**src/rtl/inst_dec_pkg.sv**
```systemverilog
// Shared types for the pipelined instruction decoder.
// Opcodes, FSM states and the decoded-bundle layout.
package inst_dec_pkg;

    localparam int OPC_W   = 4;
    localparam int ALUOP_W = 5;
    localparam int IMM8_W  = 8;

    typedef enum logic [OPC_W-1:0] {
        OP_ADD   = 4'h0,
        OP_SUB   = 4'h1,
        OP_AND   = 4'h2,
        OP_OR    = 4'h3,
        OP_XOR   = 4'h4,
        OP_NOT   = 4'h5,
        OP_READ  = 4'h6,
        OP_WRITE = 4'h7,
        OP_LOAD  = 4'h8,
        OP_CMP   = 4'h9,
        OP_SHL   = 4'hA,
        OP_JUMP  = 4'hB,
        OP_JMPC  = 4'hC,
        OP_STORE = 4'hD,
        OP_SHR   = 4'hE,
        OP_SPEC  = 4'hF
    } opcode_e;

    typedef enum logic [1:0] {
        ST_EMPTY = 2'd0,
        ST_ONE   = 2'd1,
        ST_FULL  = 2'd2
    } state_e;

    typedef struct packed {
        logic regwe;
        logic illegal;
    } dec_flags_t;

    // Bundle layout, MSB first:
    // {aluop, selD, selA, selB, imm, regwe, illegal}
    function automatic int dec_w(input int rsel_w, input int data_w);
        return ALUOP_W + 3 * rsel_w + data_w + 2;
    endfunction

endpackage

```
**src/rtl/inst_dec_pipe_if.sv**
```systemverilog
// Fetch-side and execute-side handshakes of the decoder.
// master drives instructions/ready, slave is the decoder.
interface inst_dec_pipe_if
    import inst_dec_pkg::*;
#(
    parameter int INST_W = 16,
    parameter int RSEL_W = 3,
    parameter int DATA_W = 16
);
    logic                I_Valid;
    logic                O_Ready;
    logic [INST_W-1:0]   I_Inst;
    logic                O_Valid;
    logic                I_Ready;
    logic [ALUOP_W-1:0]  O_Aluop;
    logic [RSEL_W-1:0]   O_SelD;
    logic [RSEL_W-1:0]   O_SelA;
    logic [RSEL_W-1:0]   O_SelB;
    logic [DATA_W-1:0]   O_Imm;
    logic                O_Regwe;
    logic                O_Illegal;

    modport master (
        output I_Valid, I_Inst, I_Ready,
        input  O_Ready, O_Valid, O_Aluop, O_SelD, O_SelA,
        input  O_SelB, O_Imm, O_Regwe, O_Illegal
    );

    modport slave (
        input  I_Valid, I_Inst, I_Ready,
        output O_Ready, O_Valid, O_Aluop, O_SelD, O_SelA,
        output O_SelB, O_Imm, O_Regwe, O_Illegal
    );
endinterface

```
**src/rtl/inst_dec_pipe_dec_fields.sv**
```systemverilog
// Combinational field extraction for one instruction word.
// Produces the packed decoded bundle stored by the pipe.
module dec_fields
    import inst_dec_pkg::*;
#(
    parameter int          INST_W    = 16,
    parameter int          RSEL_W    = 3,
    parameter int          DATA_W    = 16,
    parameter logic [15:0] NOWB_MASK = 16'h3800,
    parameter logic [15:0] ILL_MASK  = 16'h0000
) (
    input  logic [INST_W-1:0]                  i_inst,
    output logic [dec_w(RSEL_W, DATA_W)-1:0]   o_dec
);
    localparam int P_OPC  = INST_W - 1;
    localparam int P_RD   = P_OPC - OPC_W;
    localparam int P_FLAG = P_RD - RSEL_W;
    localparam int P_RA   = P_FLAG - 1;
    localparam int P_RB   = P_RA - RSEL_W;

    opcode_e             w_opc;
    logic [RSEL_W-1:0]   w_rd;
    logic [RSEL_W-1:0]   w_ra;
    logic [RSEL_W-1:0]   w_rb;
    logic                w_flag;
    logic [IMM8_W-1:0]   w_imm8;
    logic [DATA_W-1:0]   w_imm_z;
    logic [DATA_W-1:0]   w_imm;
    dec_flags_t          w_flags;

    assign w_opc   = opcode_e'(i_inst[P_OPC -: OPC_W]);
    assign w_rd    = i_inst[P_RD -: RSEL_W];
    assign w_flag  = i_inst[P_FLAG];
    assign w_ra    = i_inst[P_RA -: RSEL_W];
    assign w_rb    = i_inst[P_RB -: RSEL_W];
    assign w_imm8  = i_inst[IMM8_W-1:0];

    // flag selects a high-placed immediate instead of zero-extension
    assign w_imm_z = DATA_W'(w_imm8);
    assign w_imm   = w_flag ? (w_imm_z << (DATA_W - IMM8_W)) : w_imm_z;

    // illegal opcodes still flow but never write back
    assign w_flags.illegal = ILL_MASK[w_opc];
    assign w_flags.regwe   = ~NOWB_MASK[w_opc] & ~ILL_MASK[w_opc];

    assign o_dec = {w_opc, w_flag, w_rd, w_ra, w_rb, w_imm, w_flags};

endmodule

```
**src/rtl/inst_dec_pipe.sv**
```systemverilog
// Pipelined instruction decoder with a 2-entry skid buffer.
// Holds the OUT/SKID FSM, flush handling and result counter.
module inst_dec_pipe
    import inst_dec_pkg::*;
#(
    parameter int          INST_W    = 16,
    parameter int          RSEL_W    = 3,
    parameter int          DATA_W    = 16,
    parameter logic [15:0] NOWB_MASK = 16'h3800,
    parameter logic [15:0] ILL_MASK  = 16'h0000,
    parameter int          CNT_W     = 16
) (
    input  logic              I_Clk,
    input  logic              I_Rst,
    input  logic              I_En,
    input  logic              I_Flush,
    inst_dec_pipe_if.slave    bus,
    output logic [CNT_W-1:0]  O_Count
);
    localparam int DEC_W = dec_w(RSEL_W, DATA_W);

    logic [DEC_W-1:0] w_dec;
    logic [DEC_W-1:0] r_out;
    logic [DEC_W-1:0] r_skid;
    logic [CNT_W-1:0] r_cnt;
    state_e           r_state;
    state_e           w_state_nxt;
    logic             w_in_xfer;
    logic             w_out_xfer;
    logic             w_ld_out;
    logic             w_ld_skid;
    logic             w_from_skid;

    dec_fields #(
        .INST_W    (INST_W),
        .RSEL_W    (RSEL_W),
        .DATA_W    (DATA_W),
        .NOWB_MASK (NOWB_MASK),
        .ILL_MASK  (ILL_MASK)
    ) u_dec (
        .i_inst (bus.I_Inst),
        .o_dec  (w_dec)
    );

    assign bus.O_Ready = I_En & ~I_Rst & (r_state != ST_FULL);
    assign bus.O_Valid = (r_state != ST_EMPTY);
    assign w_in_xfer   = I_En & bus.I_Valid & bus.O_Ready;
    assign w_out_xfer  = I_En & bus.O_Valid & bus.I_Ready;

    assign {bus.O_Aluop, bus.O_SelD, bus.O_SelA, bus.O_SelB,
            bus.O_Imm, bus.O_Regwe, bus.O_Illegal} = r_out;
    assign O_Count = r_cnt;

    // state register
    always_ff @(posedge I_Clk or posedge I_Rst) begin
        if (I_Rst) r_state <= ST_EMPTY;
        else       r_state <= w_state_nxt;
    end

    // next state and buffer load controls; flush wins
    always_comb begin
        w_state_nxt = r_state;
        w_ld_out    = 1'b0;
        w_ld_skid   = 1'b0;
        w_from_skid = 1'b0;
        if (I_En && I_Flush) begin
            w_state_nxt = ST_EMPTY;
        end else begin
            unique case (r_state)
                ST_EMPTY: begin
                    if (w_in_xfer) begin
                        w_ld_out    = 1'b1;
                        w_state_nxt = ST_ONE;
                    end
                end
                ST_ONE: begin
                    if (w_in_xfer && w_out_xfer) begin
                        w_ld_out = 1'b1;
                    end else if (w_in_xfer) begin
                        w_ld_skid   = 1'b1;
                        w_state_nxt = ST_FULL;
                    end else if (w_out_xfer) begin
                        w_state_nxt = ST_EMPTY;
                    end
                end
                ST_FULL: begin
                    if (w_out_xfer) begin
                        w_ld_out    = 1'b1;
                        w_from_skid = 1'b1;
                        w_state_nxt = ST_ONE;
                    end
                end
                default: w_state_nxt = ST_EMPTY;
            endcase
        end
    end

    // OUT and SKID decoded-bundle storage
    always_ff @(posedge I_Clk or posedge I_Rst) begin
        if (I_Rst) begin
            r_out  <= '0;
            r_skid <= '0;
        end else begin
            if (w_ld_out)  r_out  <= w_from_skid ? r_skid : w_dec;
            if (w_ld_skid) r_skid <= w_dec;
        end
    end

    // results accepted by execute, counted even on a flush cycle
    always_ff @(posedge I_Clk or posedge I_Rst) begin
        if (I_Rst)           r_cnt <= '0;
        else if (w_out_xfer) r_cnt <= r_cnt + 1'b1;
    end

endmodule

```
**src/flat_wrapper.sv**
```systemverilog
// flat-port wrapper written by rule: the top's interface ports become plain ports
module inst_dec_pipe_flat import inst_dec_pkg::*;
#(
    parameter int          INST_W    = 16,
    parameter int          RSEL_W    = 3,
    parameter int          DATA_W    = 16,
    parameter logic [15:0] NOWB_MASK = 16'h3800,
    parameter logic [15:0] ILL_MASK  = 16'h0000,
    parameter int          CNT_W     = 16
)
  (I_Clk, I_Rst, I_En, I_Flush, O_Count, bus_I_Valid, bus_I_Inst, bus_I_Ready, bus_O_Ready, bus_O_Valid, bus_O_Aluop, bus_O_SelD, bus_O_SelA, bus_O_SelB, bus_O_Imm, bus_O_Regwe, bus_O_Illegal);
  inst_dec_pipe_if #(.INST_W(INST_W), .RSEL_W(RSEL_W), .DATA_W(DATA_W)) bus_i ();
  input  logic I_Clk;
  input  logic I_Rst;
  input  logic I_En;
  input  logic I_Flush;
  output logic [CNT_W-1:0] O_Count;
  input wire logic [$bits(bus_i.I_Valid)-1:0] bus_I_Valid;
  input wire logic [$bits(bus_i.I_Inst)-1:0] bus_I_Inst;
  input wire logic [$bits(bus_i.I_Ready)-1:0] bus_I_Ready;
  output wire logic [$bits(bus_i.O_Ready)-1:0] bus_O_Ready;
  output wire logic [$bits(bus_i.O_Valid)-1:0] bus_O_Valid;
  output wire logic [$bits(bus_i.O_Aluop)-1:0] bus_O_Aluop;
  output wire logic [$bits(bus_i.O_SelD)-1:0] bus_O_SelD;
  output wire logic [$bits(bus_i.O_SelA)-1:0] bus_O_SelA;
  output wire logic [$bits(bus_i.O_SelB)-1:0] bus_O_SelB;
  output wire logic [$bits(bus_i.O_Imm)-1:0] bus_O_Imm;
  output wire logic [$bits(bus_i.O_Regwe)-1:0] bus_O_Regwe;
  output wire logic [$bits(bus_i.O_Illegal)-1:0] bus_O_Illegal;
  assign bus_i.I_Valid = bus_I_Valid;
  assign bus_i.I_Inst = bus_I_Inst;
  assign bus_i.I_Ready = bus_I_Ready;
  assign bus_O_Ready = bus_i.O_Ready;
  assign bus_O_Valid = bus_i.O_Valid;
  assign bus_O_Aluop = bus_i.O_Aluop;
  assign bus_O_SelD = bus_i.O_SelD;
  assign bus_O_SelA = bus_i.O_SelA;
  assign bus_O_SelB = bus_i.O_SelB;
  assign bus_O_Imm = bus_i.O_Imm;
  assign bus_O_Regwe = bus_i.O_Regwe;
  assign bus_O_Illegal = bus_i.O_Illegal;
  inst_dec_pipe #(.INST_W(INST_W), .RSEL_W(RSEL_W), .DATA_W(DATA_W), .NOWB_MASK(NOWB_MASK), .ILL_MASK(ILL_MASK), .CNT_W(CNT_W)) u_core (.I_Clk(I_Clk), .I_Rst(I_Rst), .I_En(I_En), .I_Flush(I_Flush), .bus(bus_i), .O_Count(O_Count));
endmodule
```
**config.mk**
```make
export PLATFORM = sky130hd
export DESIGN_NAME = inst_dec_pipe_flat
export DESIGN_NICKNAME = d
export VERILOG_FILES = /design/src/rtl/inst_dec_pkg.sv /design/src/rtl/inst_dec_pipe_if.sv /design/src/rtl/inst_dec_pipe_dec_fields.sv /design/src/rtl/inst_dec_pipe.sv /design/src/flat_wrapper.sv
export SDC_FILE = /design/constraint.sdc
export NUM_CORES = 1
export LEC_CHECK = 0
export ABC_AREA = 1
export BUFFER_PORTS_ARGS = -buffer_cell sky130_fd_sc_hd__buf_2
export CAP_MARGIN = 20
export CORE_UTILIZATION = 56
export DETAILED_ROUTE_END_ITERATION = 7
export PLACE_DENSITY = 0.78
export SYNTH_ARGS = -nofsm -noshare
export SYNTH_HDL_FRONTEND = slang
export SYNTH_HIERARCHICAL = 1
export SYNTH_SLANG_ARGS = --single-unit
```
**constraint.sdc**
```tcl
create_clock -name I_Clk -period 3.6 [get_ports I_Clk]
set_input_delay 0.54 -clock I_Clk [delete_from_list [all_inputs] [get_ports I_Clk]]
set_output_delay 0.54 -clock I_Clk [all_outputs]
set_load 0.02 [all_outputs]
```
* Yosys cells after proc, flatten, opt, wreduce, memory -nomap -nowiden
Memories as Yosys holds them, arrays and structs flattened.
Cells that the tools add are included.
** Word-level totals
- Flip-flop bits (word level) :: 82
- Latch bits :: 0
- RAM bits :: 0
- Memory bits (read-only) :: 32
- Bits of input ports :: 22
- Output and inout bits :: 50
- Word-level logic and storage cells :: 51
- Memories :: 2
** Cells by class
- $add $sub $neg :: 1
- Multiply operators :: 0
- Divide/modulo/power cells :: 0
- $lt $le $gt $ge :: 1
- Equality and inequality tests :: 7
- Shift-type cells :: 0
- Muxes and demuxes :: 21
- Bitwise operators :: 10
- Reduce and logical (&&, ||, !) cells :: 5
** Memory list
- (name not given) :: words 16, bits a word 1, read ports 1, clocked after Yosys merged registers in 0, write ports 0, RTL line inst_dec_pipe_dec_fields.sv:44 : assign w_flags.regwe = ~NOWB_MASK[w_opc] & ~ILL_MASK[w_opc];
- (name not given) :: words 16, bits a word 1, read ports 1, clocked after Yosys merged registers in 0, write ports 0, RTL line inst_dec_pipe_dec_fields.sv:44
** Operators with widths (count)
- 32-bit two-way mux :: 1
- 16-bit by 1-bit adder with 16-bit output, second input constant :: 1
- 16-bit two-way mux :: 1
- 2-bit two-way mux :: 6
- 1-bit two-way mux :: 11
- 1-bit bitwise AND :: 7
- 3-bit by 1-bit != test with 1-bit output, second input constant :: 2
- 2-bit case mux with 3 select lines :: 1
- 4-bit by 5-bit < comparator with 1-bit output, second input constant :: 1
- 4-bit by 1-bit != test with 1-bit output, second input constant :: 1
- 4-bit AND reduction :: 1
- 3-bit by 2-bit != test with 1-bit output, second input constant :: 1
- 1-bit NOT :: 3
- 1-bit case mux with 3 select lines :: 1
- 2-bit by 1-bit == test with 1-bit output, second input constant :: 1
- 2-bit == test, second input constant :: 1
- 1-bit logical AND :: 2
- 2-bit logical NOT :: 1
- 2-bit != test, second input constant :: 1
- 2-bit nonzero test :: 1

* Logic depth before layout (Yosys ltp)
Gate-level depths: netlist of the first run.
- Depth after elaboration :: 8
- Mapped depth :: 10
- Gate-level depth less buffers :: 9

* Cells and area by module
Netlist of the first run, hierarchy kept.
** By module, submodules not included
- inst_dec_pipe :: instances 1, cells an instance 509, area each 3982.6 sq um
- dec_fields :: instances 1, cells an instance 56, area each 287.8 sq um

* Worst setup path before layout of the first run
OpenSTA, ideal clock, no wires.
- Kind :: register to output
- Start :: register u_core.r_state[1]
- End :: output bus_O_Ready
- Arrival :: 1.108 ns
- Data required time :: 3.060 ns
- Slack :: 1.952 ns
- Stages on the path, launching flop included :: 4
- Cells stage by stage :: dfrtp_1 > nand2_2 > inv_2 > nor3_1
** Between the ends
- Longest elaborated chain between the ends :: 2
** RTL lines
- start: declaration :: RTL line inst_dec_pipe.sv:26 : state_e r_state;
- start signal: assignment :: RTL line inst_dec_pipe.sv:57 : else r_state <= w_state_nxt;
- 2-bit != test :: RTL line inst_dec_pipe.sv:45 : assign bus.O_Ready = I_En & ~I_Rst & (r_state != ST_FULL);
- 1-bit bitwise AND :: RTL line inst_dec_pipe.sv:45
- end: declaration :: RTL line flat_wrapper.sv:21 : output wire logic [$bits(bus_i.O_Ready)-1:0] bus_O_Ready;
Every way passes these cells.

* Worst setup path after layout of the first run
- Start :: register u_core.r_state[1]
- End :: register u_core.r_skid[15]
** Between the ends
- Longest elaborated chain between the ends :: 7
- Elaborated cells between the ends (all ways) :: 12
- Classes of those cells :: 2 x eq/ne; 4 x mux; 4 x bitwise; 2 x reduce/logical
** RTL lines
- 2-bit != test or 2-bit nonzero test (tied branches) :: RTL line inst_dec_pipe.sv:45, inst_dec_pipe.sv:46
- 1-bit bitwise AND, on equally long branches :: RTL line inst_dec_pipe.sv:45, inst_dec_pipe.sv:48
- 1-bit bitwise AND, on equally long branches :: RTL line inst_dec_pipe.sv:47, inst_dec_pipe.sv:48
- 1-bit two-way mux or 1-bit logical AND (tied branches) :: RTL line inst_dec_pipe.sv:79, inst_dec_pipe.sv:77
- 1-bit two-way mux :: RTL line inst_dec_pipe.sv:77 : if (w_in_xfer && w_out_xfer) begin
- 1-bit two-way mux (*) :: RTL line inst_dec_pipe.sv:69 : unique case (r_state)
- 1-bit two-way mux (*) :: RTL line inst_dec_pipe.sv:66 : if (I_En && I_Flush) begin
- end signal: assignment :: RTL line inst_dec_pipe.sv:105 : if (w_ld_skid) r_skid <= w_dec;
- end: declaration :: RTL line inst_dec_pipe.sv:24 : logic [DEC_W-1:0] r_skid;
Mark *: on every way between the ends. The rest lies on a longest branch, timed or not.
A chain may end at the register's enable or synchronous reset.

==> flow_metrics.tcl, run 1 <==
set metrics [dict create \
    avgSynthCellArea_um2 7.56 \
    io_pins 72 \
    r2r_setup_slack_ns 1.31 \
    p_int_mw 2.09 \
    clkPwrFrac 0.221 \
    die_area_um2 7980 \
    fmax_mhz 437 \
    synth_seq_area_share 0.481 \
    fin_setup_tns_ns 0 \
    yosysUniqueCellTypes 25 \
    vias 3629 \
    yosys-top-cells-area "dfrtp_1, nand2_1, nand3_1, buf_4, inv_1" \
    r2r_cells 6 \
    drt_iter0_markers 273 \
    stdcell_area_um2 4750 \
    power_frac_seq 0.448 \
    slew_violations 0 \
    dpl.hpwl_um 5700 \
    whs_ns 0.0901 \
    grt_max_degree 58 \
    hold_viol 0 \
    drive_gt1_frac 0.185 \
    ys_ff_latch 82 \
    cts_buffers 9 \
    initial_core_util 0.583 \
    design.final.nets 635 \
    sw_frac_of_total 0.388 \
    p_switching_mw 1.32 \
    worstSetupStartpointType "flop" \
    core_area_um2 7330 \
    clock-sinks 82 \
    worst_pin_slew_ns 0.643 \
    rsz0062_at_grt "no" \
    grt_pass1_wl_um 14800 \
    arrival_ns 2.53 \
    wl_per_cell_um 12.9 \
    setup_viol 0 \
    via_per_inst 5.07 \
    post_cts_buffers 0 \
    max_slew_margin 0.571 \
    combPwrFrac 0.331 \
    required_ns 3.84 \
    drc_errors 0 \
    p_leak_nw 2.81 \
    ff_latch_area_um2 2050 \
    status "finished clean" \
    cts-resized-gates 0 \
    grt_pass1_vias 3219 \
    postPlaceCellArea_um2 4490 \
    diodes 0 \
    ctsRootBufferMaster "clkbuf_8" \
    critPathKind "reg2reg" \
    drv_cap 0 \
    finalWeightedCongestion 0.822 \
    r2r_start "u_core/r_state[1]" \
    dieHeight_um 89.3 \
    path_clk_slew_ns 0.09 \
    syn2layout_area_growth_pct 11.1 \
    fp.dieW_um 89.3 \
    num_rows 31 \
    yosys_warnings 6 \
    hp-class "in2async" \
    wl_um 9220 \
    placed_cells 699 \
    drtAntennaViolNets 0 \
    min_period_ns 2.29 \
    rr_endpoint "u_core/r_skid[15]" \
    cts_htree_levels 3 \
    layoutNonFillerInstCount 716 \
    n_fill_cell 643 \
    synth_top_area_frac 0.481 \
    peakVddDrop_mv 0.269 \
    clock_tree.buffer_depth 2 \
    synthCells 565 \
    finalClockSkew_ns 0.00750 \
    place.port_buffers 71 \
    worst-path-max-fanout 37 \
    yosys.area.top_type "dfrtp_1" \
    cts_tree "done" \
    multi_input_area_um2 1770 \
    netlist_area_um2 4270 \
    grt_use_total 0.246 \
    finalCritPeriodShare 0.635 \
    synth_nets 588 \
    worstSetupEndpointType "flop" \
    power_density_nw_per_um2 718 \
    ctsHoldBuffers 0 \
    antenna_found_initial 0 \
    drt-pass1-iter-count 5 \
    clock_latency_ns 0.36 \
    grt-ovfl-total 0 \
]
critical path: stages, from the launching register on:
cell     delay (ns)
dfrtp_1        0.47
nor2_2         0.27
nor2_8         0.09
inv_2          0.49
nand2_2        0.55
nand2_1        0.22
nand2_1        0.07
how the worst max path moves through the flow:
stage                            startpoint                 to  depth (start not counted)
after CTS                 u_core/r_state[1]  u_core/r_skid[15]                          6
final                     u_core/r_state[1]  u_core/r_skid[15]                          6
after global placement                 I_En   u_core/r_skid[3]                          7
after global routing      u_core/r_state[1]   u_core/r_skid[1]                          6
after floorplan                       I_Rst  u_core/O_Count[0]                          1
after detailed placement               I_En  u_core/r_skid[23]                          7
synthesized netlist by cell type:
| cell type | instances |
|---|---|
| a21oi_1 | 2 |
| a21oi_4 | 1 |
| buf_2 | 16 |
| buf_4 | 17 |
| buf_6 | 8 |
| conb_1 | 1 |
| dfrtp_1 | 82 |
| ha_1 | 1 |
| inv_1 | 34 |
| inv_2 | 5 |
| nand2_1 | 277 |
| nand2_2 | 3 |
| nand3_1 | 71 |
| nand3_2 | 2 |
| nand3_4 | 1 |
| nand4_1 | 2 |
| nor2_1 | 18 |
| nor2_2 | 5 |
| nor2_4 | 1 |
| nor2_8 | 1 |
| nor3_1 | 4 |
| o21ai_0 | 1 |
| o21ai_4 | 1 |
| xnor2_1 | 4 |
| xor2_1 | 7 |
layer usage:
| metal | up-vias | wire length [um] | track usage |
|---|---|---|---|
| met1 | 1667 | 4190 | 0.328 |
| met5 | - | 0 | 0 |
| li1 | 1817 | - | - |
| met2 | 132 | 4320 | 0.398 |
| met4 | 0 | 143 | 0.110 |
| met3 | 13 | 563 | 0.0379 |
through the flow:
| step | setup WS (ns) | util | power (mW) |
|---|---|---|---|
| floorplan | 0.952 | - | 2.33 |
| global placement | 1.21 | 0.613 | 2.63 |
| detailed placement | 1.15 | 0.613 | 2.67 |
| CTS | 1.32 | 0.644 | 3.43 |
| global route | 1.15 | 0.647 | 3.67 |
| finish | 1.31 | 0.647 | 3.41 |
layout by cell type (no fill, tap or decap), types with 2 or more instances in the layout:
cell type	n
buf_4	5
nand3_1	71
nand2_1	277
nand2_2	3
nor3_1	4
nor2_2	5
nand3_2	2
inv_2	5
a21oi_1	2
xnor2_1	4
clkinv_4	2
nor2_1	18
buf_2	71
clkinv_2	2
dfrtp_1	82
bufinv_16	2
nand4_1	2
inv_1	33
xor2_1	7
clkbuf_8	10
area by class of cell:
class | count | share of cell area
repair buffers | 77 | 0.0886
clock buffers | 10 | 0.0290
clock inverters | 6 | 0.0190
well taps | 99 | 0.0261
inverters | 39 | 0.0311
multi-input cells | 403 | 0.374
flip-flops and latches | 82 | 0.432
logic make-up after synthesis:
group / Yosys count / synth area share
xor gates and xnor gates: 11 / 0.0226
DFF: 82 / 0.481
other: 1 / 0.000878
buffers and inverters: 80 / 0.104
and+or+nand+nor: 385 / 0.378
AOI/OAI and AO/OA: 5 / 0.0111
adders and majority gates: 1 / 0.00293
sequential cells by signal (all words and copies together), names as in the netlist:
name / flops
u_core/r_out: 32
u_core/r_skid: 32
u_core/O_Count: 16
u_core/r_state: 2
power groups by stage:
stage                     sequential, mW  combinational (mW)  clock, mW
final                               1.53                1.13      0.753
after global routing                1.59                1.27      0.807
after CTS                           1.52                1.13      0.767
after detailed placement            1.54                1.13          0
after global placement              1.53                1.10          0
after floorplan                     1.78               0.549          0
Power figures use the tool's default switching activity.
==> run 2, diff against run 1 <==
Settings changed: CORE_UTILIZATION 56 to 51, PLACE_DENSITY 0.78 to 0.74.
Clock period 3.6 ns to 2 ns, I/O delays scaled along.
==> flow_metrics.tcl, run 2 (synthesis results as in run 1) <==
set metrics [dict create \
    status "finished clean" \
    grt_use_total 0.228 \
    antenna_found_initial 0 \
    via_per_inst 4.97 \
    grt_pass1_vias 3439 \
    drt_iter0_markers 240 \
    grt-ovfl-total 0 \
    grt_pass1_wl_um 15700 \
    whs_ns 0.0611 \
    rsz0062_at_grt "no" \
    finalWeightedCongestion 0.751 \
    core_area_um2 8180 \
    drive_gt1_frac 0.189 \
    power_density_nw_per_um2 1300 \
    critPathKind "reg2reg" \
    required_ns 2.25 \
    postPlaceCellArea_um2 4540 \
    dpl.hpwl_um 5940 \
    place.port_buffers 71 \
    worstSetupEndpointType "flop" \
    finalClockSkew_ns 0.0103 \
    cts_buffers 9 \
    clock_latency_ns 0.36 \
    cts_htree_levels 3 \
    drt-pass1-iter-count 4 \
    slew_violations 0 \
    max_slew_margin 0.586 \
    initial_core_util 0.522 \
    grt_max_degree 83 \
    setup_slack_ns 0.258 \
    syn2layout_area_growth_pct 12.0 \
    setup_viol 0 \
    dp_slack_ns 0.265 \
    die_area_um2 8740 \
    ctsRootBufferMaster "clkbuf_8" \
    worstSetupStartpointType "flop" \
    p_leak_nw 2.81 \
    hp-class "in2async" \
    mostFrequentLayoutCells "nand2_1, dfrtp_1, buf_2, nand3_1, inv_1" \
    postLayoutCoreUtil 0.585 \
    cts-resized-gates 0 \
    dieHeight_um 93.5 \
    cts_tree "done" \
    wl_um 9210 \
    post_cts_buffers 0 \
    clock_tree.buffer_depth 2 \
    hold_viol 0 \
    fp.dieW_um 93.5 \
    drv_cap 0 \
    worst-path-max-fanout 32 \
    fmax_mhz 574 \
    diodes 0 \
    vias 3601 \
    num_rows 33 \
    finalCritPeriodShare 0.871 \
    design.final.nets 638 \
    peakVddDrop_mv 0.466 \
    arrival_ns 1.99 \
    drc_errors 0 \
    stdcell_area_um2 4780 \
    drtAntennaViolNets 0 \
    ctsHoldBuffers 0 \
    min_period_ns 1.74 \
    io_pins 72 \
    final_common_cell "nand2_1" \
    worst_pin_slew_ns 0.618 \
    path_clk_slew_ns 0.09 \
    wl_per_cell_um 12.7 \
    fin_setup_tns_ns 0 \
    clock-sinks 82 \
]
-- run 2: changes by cell type in the layout (fill, tap and decap cells not counted) --
cell        before  now
bufinv_16        2    3
clkbuf_8        10    9
buf_16           1    0
clkinv_2         2    1
buf_4            5    8
buf_12           0    1
clkinvlp_4       1    4
clkinv_4         2    0
-- run 2: final cells by class --
| cell class | instances | area (um^2) |
|---|---|---|
| fill | 795 | 3390 |
| sequential | 82 | 2050 |
| multi-input combinational | 403 | 1770 |
| timing repair buffer | 80 | 435 |
| inverter | 39 | 150 |
| tap | 105 | 131 |
| clock buffer | 9 | 124 |
| clock inverter | 7 | 118 |
-- run 2: final timing paths --
kind                                   start  cells after the start  slack [ns]                 to
max in group asynchronous              I_Rst                      3        1.59    u_core/r_out[4]
setup / recovery           u_core/r_state[0]                      6        0.26   u_core/r_out[29]
hold reg to reg              u_core/r_out[2]                      2        0.47    u_core/r_out[2]
hold / removal                         I_Rst                      3        0.06  u_core/r_skid[28]
min in group I_Clk             bus_I_Inst[9]                      3        0.19  u_core/r_skid[24]
setup reg to reg           u_core/r_state[0]                      6        0.26   u_core/r_out[29]
-- run 2: worst max-delay path: stages (launching register included) --
cell and delay (ns):
dfrtp_1 0.46, nor2_2 0.28, inv_2 0.09, a21oi_4 0.16
nand2_2 0.39, nand2_1 0.19, nand2_1 0.08
-- run 2: report_power, final --
part	total (mW)	switching, mW	internal [mW]
Clock	1.45	0.619	0.826
Sequential	2.75	0.405	2.35
Combinational	2.04	1.35	0.689
-- run 2: per-stage QoR --
step	power, mW	instances
after global routing	6.69	725
after detailed placement	4.84	709
after floorplan	4.19	565
after CTS	6.30	725
after global placement	4.77	709
final	6.24	725
-- run 2: metal layers --
| metal | part of all wire | up-vias | wire length, um | global-route usage |
|---|---|---|---|---|
| met5 | 0 | - | 0 | 0 |
| met4 | 0.011 | 0 | 97 | 0.0705 |
| met3 | 0.058 | 10 | 538 | 0.0561 |
| met2 | 0.48 | 114 | 4430 | 0.380 |
| met1 | 0.45 | 1657 | 4140 | 0.293 |
| li1 | - | 1820 | - | - |
